<file path="config.mk">
export PLATFORM = sky130hd
export DESIGN_NAME = layer_sequencer
export DESIGN_NICKNAME = d
export VERILOG_FILES = /design/src/rtl/layer_seq_pkg.sv /design/src/rtl/beat_counter.sv /design/src/rtl/layer_sequencer.sv
export SDC_FILE = /design/constraint.sdc
export NUM_CORES = 1
export LEC_CHECK = 0
export ABC_CLOCK_PERIOD_IN_PS = 2800
export BUFFER_PORTS_ARGS = -buffer_cell sky130_fd_sc_hd__buf_2
export CORE_ASPECT_RATIO = 0.8
export CORE_MARGIN = 2
export CORE_UTILIZATION = 54
export CTS_BUF_LIST = sky130_fd_sc_hd__clkbuf_8
export CTS_CLUSTER_DIAMETER = 80
export CTS_CLUSTER_SIZE = 10
export DETAILED_ROUTE_END_ITERATION = 10
export GPL_TIMING_DRIVEN = 0
export PLACE_DENSITY = 0.78
export SYNTH_ARGS = -nofsm -noshare
export SYNTH_HDL_FRONTEND = slang
export SYNTH_SLANG_ARGS = --single-unit
</file>
<file path="constraint.sdc">
create_clock -name clk -period 2.8 [get_ports clk]
set_input_delay 0.42 -clock clk [delete_from_list [all_inputs] [get_ports clk]]
set_output_delay 0.42 -clock clk [all_outputs]
set_load 0.02 [all_outputs]
</file>
<file path="src/rtl/layer_seq_pkg.sv">
// Shared types and helpers for the layer pass sequencer.
package layer_seq_pkg;

    typedef enum logic [2:0] {
        IDLE    = 3'd0,
        LOAD    = 3'd1,
        COMPUTE = 3'd2,
        READ    = 3'd3,
        DONE    = 3'd4
    } seq_state_t;

    // Saturate a requested beat count to the RAM depth.
    function automatic int unsigned clamp_beats(input int unsigned beats,
                                                input int unsigned max_beats);
        return (beats > max_beats) ? max_beats : beats;
    endfunction

endpackage

</file>
<file path="src/rtl/beat_counter.sv">
// Beat counter shared by the LOAD and READ phases; wraps to 0 after the last beat.
module beat_counter #(
    parameter  int MAX_BEATS = 16,
    localparam int ADDR_W    = $clog2(MAX_BEATS),
    localparam int CNT_W     = $clog2(MAX_BEATS + 1)
) (
    input  logic              clk,
    input  logic              reset_n,
    input  logic              inc,
    input  logic              clr,
    input  logic [CNT_W-1:0]  limit,
    output logic [ADDR_W-1:0] count,
    output logic              at_last
);

    assign at_last = (CNT_W'(count) == (limit - CNT_W'(1)));

    always_ff @(posedge clk or negedge reset_n) begin
        if (!reset_n) begin
            count <= '0;
        end else if (clr) begin
            count <= '0;
        end else if (inc) begin
            count <= at_last ? '0 : count + 1'b1;
        end
    end

endmodule

</file>
<file path="src/rtl/layer_sequencer.sv">
// Layer pass sequencer: LOAD beats, kick and watch the MAC array, READ beats, flag completion.
module layer_sequencer
    import layer_seq_pkg::*;
#(
    parameter  int MAX_BEATS = 16,
    parameter  int TIMEOUT   = 256,
    localparam int ADDR_W    = $clog2(MAX_BEATS),
    localparam int CNT_W     = $clog2(MAX_BEATS + 1),
    localparam int TO_W      = (TIMEOUT > 0) ? $clog2(TIMEOUT + 1) : 1
) (
    input  logic              clk,
    input  logic              reset_n,
    input  logic              start,
    input  logic              abort,
    input  logic [CNT_W-1:0]  cfg_wr_beats,
    input  logic [CNT_W-1:0]  cfg_rd_beats,
    input  logic              in_valid,
    input  logic              out_ready,
    input  logic              compute_done,
    output logic              wr_en,
    output logic [ADDR_W-1:0] wr_addr,
    output logic              rd_en,
    output logic [ADDR_W-1:0] rd_addr,
    output logic              compute_start,
    output logic              output_ready,
    output logic              done_err,
    output logic              busy,
    output seq_state_t        state_dbg
);

    localparam logic [TO_W-1:0] WD_LAST = TO_W'((TIMEOUT > 0) ? TIMEOUT - 1 : 0);

    seq_state_t        state, state_next;
    logic [CNT_W-1:0]  wr_beats_q, rd_beats_q, wr_clamped, rd_clamped, beat_limit;
    logic [TO_W-1:0]   wd_cnt;
    logic [ADDR_W-1:0] beat_cnt;
    logic              beat_at_last, beat_last, beat_clr, wd_expire;
    logic              cs_next, or_next, err_next;

    assign wr_clamped = CNT_W'(clamp_beats(32'(cfg_wr_beats), MAX_BEATS));
    assign rd_clamped = CNT_W'(clamp_beats(32'(cfg_rd_beats), MAX_BEATS));

    // Beat handshake: a write beat transfers on every cycle with wr_en (LOAD & in_valid),
    // a read beat on every cycle with rd_en (READ & out_ready); nothing else qualifies a beat.
    assign wr_en   = (state == LOAD) && in_valid;
    assign rd_en   = (state == READ) && out_ready;
    assign wr_addr = (state == LOAD) ? beat_cnt : '0;
    assign rd_addr = (state == READ) ? beat_cnt : '0;

    assign beat_limit = (state == READ) ? rd_beats_q : wr_beats_q;
    assign beat_clr   = abort && (state != IDLE);
    assign beat_last  = (wr_en || rd_en) && beat_at_last;
    assign wd_expire  = (TIMEOUT > 0) && (state == COMPUTE) && (wd_cnt == WD_LAST);
    assign state_dbg  = state;

    beat_counter #(.MAX_BEATS(MAX_BEATS)) u_beat_counter (
        .clk     (clk),
        .reset_n (reset_n),
        .inc     (wr_en || rd_en),
        .clr     (beat_clr),
        .limit   (beat_limit),
        .count   (beat_cnt),
        .at_last (beat_at_last)
    );

    always_comb begin
        state_next = state;
        err_next   = 1'b0;
        unique case (state)
            IDLE:    if (start) state_next = (wr_clamped != '0) ? LOAD : COMPUTE;
            LOAD:    if (beat_last) state_next = COMPUTE;
            COMPUTE: begin
                // A done arriving on the expiry cycle still counts as success.
                if (compute_done) begin
                    state_next = (rd_beats_q != '0) ? READ : DONE;
                end else if (wd_expire) begin
                    state_next = DONE;
                    err_next   = 1'b1;
                end
            end
            READ:    if (beat_last) state_next = DONE;
            DONE:    state_next = IDLE;
            default: state_next = IDLE;
        endcase
        if (abort && (state != IDLE)) begin
            state_next = IDLE;
            err_next   = 1'b0;
        end
        cs_next = (state_next == COMPUTE) && (state != COMPUTE);
        or_next = (state_next == DONE);
    end

    always_ff @(posedge clk or negedge reset_n) begin
        if (!reset_n) begin
            state         <= IDLE;
            wr_beats_q    <= '0;
            rd_beats_q    <= '0;
            wd_cnt        <= '0;
            compute_start <= 1'b0;
            output_ready  <= 1'b0;
            done_err      <= 1'b0;
            busy          <= 1'b0;
        end else begin
            state <= state_next;
            if ((state == IDLE) && start) begin
                wr_beats_q <= wr_clamped;
                rd_beats_q <= rd_clamped;
            end
            wd_cnt        <= ((state == COMPUTE) && (state_next == COMPUTE)) ? wd_cnt + 1'b1 : '0;
            compute_start <= cs_next;
            output_ready  <= or_next;
            done_err      <= err_next;
            busy          <= (state_next != IDLE);
        end
    end

endmodule

</file>
* Yosys cells after proc, flatten, opt, wreduce, memory -nomap -nowiden
Index checks and enable logic that the tools add are counted.
** Word-level totals
- Bits in registers :: 30
- Bits of input ports :: 17
- Output and inout bits :: 17
- Logic and storage cells :: 59
** Cells by class
- $add $sub $neg :: 3
- $lt $le $gt $ge :: 2
- Equality and inequality tests :: 8
- Mux-type cells :: 22
- Reduce and logical (&&, ||, !) cells :: 15
** Operators with widths (number)
- $mux 3 :: 7
- $mux 4 :: 5
- $mux 5 :: 3
- $pmux 3 s4 :: 1
- $gt 5x5->1 const B :: 2
- $reduce_bool 5->1 :: 2
- $add 9x1->9 const B :: 1
- $eq 3x2->1 const B :: 3
- $eq 9x8->1 const B :: 1
- $mux 9 :: 1
- $logic_and 1x1->1 :: 8
- $reduce_bool 3->1 :: 2
- $eq 4x5->1 :: 1
- $sub 5x1->5 const B :: 1
- $add 4x1->4 const B :: 1
- $mux 1 :: 4
- $eq 3x1->1 const B :: 1
- $eq 3x3->1 const B :: 1
- $logic_not 3->1 :: 1
- $ne 3x2->1 const B :: 1
- $mux 2 :: 1
- $reduce_bool 2->1 :: 1
- $logic_or 1x1->1 :: 1

* Logic depth before layout (Yosys ltp)
- Word-level depth :: 11
- Mapped depth :: 9
- Mapped depth without buffers :: 9

* By module
Synthesis repeated with hierarchy kept, for this count alone.
** Second synthesis, totals
- Cells, all modules :: 191
- Area total of the unflattened synthesis :: 1725.4 um^2
** Modules (own cells, without submodules)
- layer_sequencer :: instances 1, cells an instance 153, area an instance 1360.1 um^2, seq. area each 650.6 um^2
- beat_counter :: instances 1, cells an instance 38, area an instance 365.4 um^2, seq. area each 100.1 um^2

* Worst setup path after synthesis
OpenSTA, ideal clock, no wires.
- Path kind :: reg2reg
- From :: register state[2] (netlist: state_dbg[2])
- To :: register busy
- Setup time :: 0.147 ns
- Data arrival time :: 2.042 ns
- Data required time :: 2.653 ns
- Setup slack :: 0.611 ns
- Cell stages (with the launch flop) :: 8
- Buffers on the path :: 0
- Clock period less this slack :: 2.189 ns
- Cells stage by stage :: dfrtp_1 > and3b_2 > mux2i_1 > xnor2_1 > mux2i_2 > nor3_1 > nor3b_2 > a41oi_1
** Between the ends
- Cells in the longest elaborated chain, start to end :: 9
- Elaborated cells between the ends (all ways) :: 22
- Those cells by class :: add/sub (1); eq/ne (4); mux (8); reduce/logical (9)
** Ends and longest elaborated chain
- start: declaration :: RTL line layer_sequencer.sv:33 : seq_state_t state, state_next;
- start signal: assignment :: RTL line layer_sequencer.sv:104 : state <= state_next;
- $eq 3x2->1 :: RTL line layer_sequencer.sv:46, layer_sequencer.sv:50, layer_sequencer.sv:69
- $mux 5 :: RTL line layer_sequencer.sv:50 : assign beat_limit = (state == READ) ? rd_beats_q : wr_beats_q;
- $sub 5x1->5 :: RTL line beat_counter.sv:16 : assign at_last = (CNT_W'(count) == (limit - CNT_W'(1)));
- $eq 4x5->1 :: RTL line beat_counter.sv:16
- $logic_and 1x1->1 :: RTL line layer_sequencer.sv:52 : assign beat_last = (wr_en || rd_en) && beat_at_last;
- $mux 3, on equally long branches :: RTL line layer_sequencer.sv:81, layer_sequencer.sv:71
- $pmux 3 s4 :: RTL line layer_sequencer.sv:69 : unique case (state)
- $mux 3 (*) :: RTL line layer_sequencer.sv:85 : if (abort && (state != IDLE)) begin
- $reduce_bool 3->1 (*) :: RTL line layer_sequencer.sv:113 : busy <= (state_next != IDLE);
- end signal: assignment :: RTL line layer_sequencer.sv:113
- end: declaration :: RTL line layer_sequencer.sv:27 : output logic busy,
Every way passes the cells marked *; elsewhere a longest branch is shown, timed or not.
A chain may end at the register's enable or synchronous reset.

* Worst setup path in the final report
Ends and elaborated chain as after synthesis.

==> results.sh <==
export IMPL_rsz0062_at_grt="no"
export IMPL_slew_viol_final=0
export IMPL_synth_cell_types=50
export IMPL_syn_area_sq_um=1840
export IMPL_cp_end_kind="register"
export IMPL_nets=260
export IMPL_track_usage_pct=21.8
export IMPL_relSlewSlack_pct=56.7
export IMPL_n_antenna_cell=0
export IMPL_area_delta_synth_final_pct=16.6
export IMPL_post_route_period_util_pct=86.3
export IMPL_holdCritPathClass="input pin to asynchronous set/reset pin"
export IMPL_r2r_slack_ns=0.38
export IMPL_cts_resized=0
export IMPL_synth_common_cells="dfrtp_1 (30), nand2_1 (26), nor2_1 (14), nand2b_1 (13)"
export IMPL_outcome="finished clean"
export IMPL_core_area_sq_um=3180
export IMPL_post_cts_buffers=0
export IMPL_tns_ns=0
export IMPL_antenna_found_initial=0
export IMPL_worstMarginPinSlew_ns=0.649
export IMPL_critPathRequiredTime_ns=2.93
export IMPL_reg2reg_from="state_dbg[2]$_DFF_PN0_"
export IMPL_insertion_delay_ns=0.27
export IMPL_worstPathArrival_ns=2.55
export IMPL_cts_sinks=30
export IMPL_start_kind="register"
export IMPL_ys_warn_count=0
export IMPL_grt_pass1_wl_um=6730
export IMPL_h_tree_depth=2
export IMPL_drive_gt1_share_pct=23.7
export IMPL_cts_hold_buffers_added=0
export IMPL_hold_viol=0
export IMPL_initial_utilization_pct=58.1
export IMPL_path_class="register to register"
export IMPL_hold_ws_ns=0.167
export IMPL_wl_per_cell_um=14.2
export IMPL_wl_um=3980
export IMPL_gp_congestion=0.791
export IMPL_ys_seq_area_share_pct=40.7
export IMPL_postPlaceCellArea_sq_um=2050
export IMPL_critPathMaxFanout=9
export IMPL_nFillCells=258
export IMPL_die_h_um=56.3
export IMPL_io_buffer_count=32
export IMPL_setup_viol=0
export IMPL_finalClockSkew_ns=0.00247
export IMPL_synth_top_area_share_pct=40.7
export IMPL_rows=18
export IMPL_rr_endpoint="busy$_DFF_PN0_"
export IMPL_dp_hpwl_um=2970
export IMPL_fmax_mhz=414
export IMPL_synth_seq_cells=30
export IMPL_synthTopCellsByArea="dfrtp_1 (41%), nand2_1 (5.3%), nand2b_1 (4.4%), and2_1 (3.4%), nor2_1 (2.8%)"
export IMPL_synthCells=201
export IMPL_syn_nets=221
export IMPL_synth_edf_count=0
export IMPL_multi_input_area_sq_um=1020
export IMPL_register_area_sq_um=751
export IMPL_fin_area_sq_um=2150
export IMPL_finalPower_w=0.00199
export IMPL_layout_min_cycle_time_ns=2.42
export IMPL_cts_tree="yes"
export IMPL_dieArea_sq_um=3900
export IMPL_p_leak_nw=1.02
export IMPL_yosys_cell_count_top_type="dfrtp_1"
export IMPL_grt_overflow_total=0
export IMPL_route_detailed_drc=0
export IMPL_powerDensity_nw_per_um2=927
export IMPL_syn_area_per_cell_sq_um=9.18
export IMPL_crit_path_end="busy$_DFF_PN0_"
export IMPL_cts_root_buf="clkbuf_8"
export IMPL_vias_per_cell=5.61
export IMPL_clock_path_buffers=2
export IMPL_clk_pin_slew_worst_paths_ns=0.07
export IMPL_cts_buffers=5
export IMPL_dr_pass1_iters=4
export IMPL_synth_main_ff_cell="dfrtp_1"
export IMPL_pin_count=34
export IMPL_ant_nets=0
export IMPL_synth_top_area_cell="dfrtp_1"
export IMPL_die_x_um=69.3
export IMPL_cap_violations=0
export IMPL_grt_max_degree=31
export IMPL_grt_pass1_vias=1480
export IMPL_async_reset_ff_share_pct=100
export IMPL_drtIter0Drc=88
export IMPL_rr_worst_depth=7
export IMPL_startpoint="state_dbg[2]$_DFF_PN0_"
export IMPL_ir_worst_vdd_mv=0.568
export IMPL_dr_total_vias=1577
-- per-layer routing --
metal / share of wire [%] / wire, um / up-vias / global-route usage [%]
li1: - / - / 780 / -
met1: 49 / 1940 / 745 / 30.4
met2: 46 / 1820 / 45 / 34.1
met3: 4.8 / 190 / 7 / 5.21
met4: 0.88 / 35 / 0 / 5.88
met5: 0 / 0 / - / 0
-- worst max-delay path: stages (launching register included) --
cell     delay [ns]
dfrtp_1        0.46
and3b_2        0.36
mux2i_1        0.25
xnor2_1        0.23
mux2i_2        0.43
nor3_1         0.12
nor3b_2        0.27
a41oi_1        0.14
-- metrics by stage --
stage,cells,setup slack (ns),util [%]
2_1_floorplan,201,0.611,-
3_3_place_gp,273,0.437,64.7
5_1_grt,281,0.175,67.7
4_1_cts,281,0.387,67.7
3_5_place_dp,273,0.417,64.7
6_report,281,0.383,67.7
-- area by class of cell --
type | instances | area share (%)
multi-input cells | 157 | 47.7
flip-flops and latches | 30 | 34.9
repair buffers | 32 | 7.45
clock buffers | 6 | 3.84
well taps | 40 | 2.33
plain buffers | 6 | 1.80
inverters | 8 | 1.40
clock inverters | 2 | 0.582
-- cell usage in the layout (no fill, tap or decap), drive strengths merged, types with 2 or more instances in the layout --
| master | count |
|---|---|
| and2 | 10 |
| mux2i | 5 |
| nor3 | 5 |
| nand2b | 13 |
| a21oi | 6 |
| nor2b | 4 |
| nand2 | 26 |
| or2 | 2 |
| and4 | 2 |
| xor2 | 4 |
| clkbuf | 8 |
| or3 | 2 |
| a31oi | 2 |
| nand3b | 5 |
| nor2 | 14 |
| dfrtp | 30 |
| inv | 8 |
| ha | 3 |
| o211ai | 2 |
| buf | 36 |
| o21ai | 11 |
| nor3b | 2 |
| nor4 | 2 |
| nand3 | 10 |
| xnor2 | 6 |
| nand4 | 3 |
-- registers in the layout (all words and copies together) (netlist names) --
signal,cells
done_err,1
busy,1
wd_cnt,9
rd_beats_q,5
state_dbg,3
wr_beats_q,5
output_ready,1
u_beat_counter.count,4
compute_start,1
-- worst min-delay path by stage --
stage	slack [ns]	start	end
2_1_floorplan	0.12	reset_n	busy$_DFF_PN0_
3_3_place_gp	0.47	wd_cnt[0]$_DFF_PN0_	wd_cnt[0]$_DFF_PN0_
3_5_place_dp	0.48	reset_n	wd_cnt[0]$_DFF_PN0_
4_1_cts	0.18	reset_n	wd_cnt[7]$_DFF_PN0_
5_1_grt	0.22	reset_n	wd_cnt[0]$_DFF_PN0_
6_report	0.17	reset_n	wd_cnt[0]$_DFF_PN0_
-- kinds of logic (layout without fill, tap and decap cells) --
kind of cell	count (synthesis)	in the layout	synth area share (%)
AND/OR/NAND/NOR	105	105	32.6
AO/OA/AOI/OAI	33	33	12.7
flip-flops	30	30	40.7
buffers and inverters	14	54	3.73
XOR/XNOR	10	10	4.75
multiplexers	6	6	3.53
adder cells (fa/ha/maj)	3	3	2.04
-- power by group --
part	total (W)	internal [W]	switching, W
clock	0.000360	0.000197	0.000163
combinational	0.000956	0.000393	0.000563
sequential	0.000677	0.000548	0.000129
Note: power is estimated with default switching activity, not from simulation.
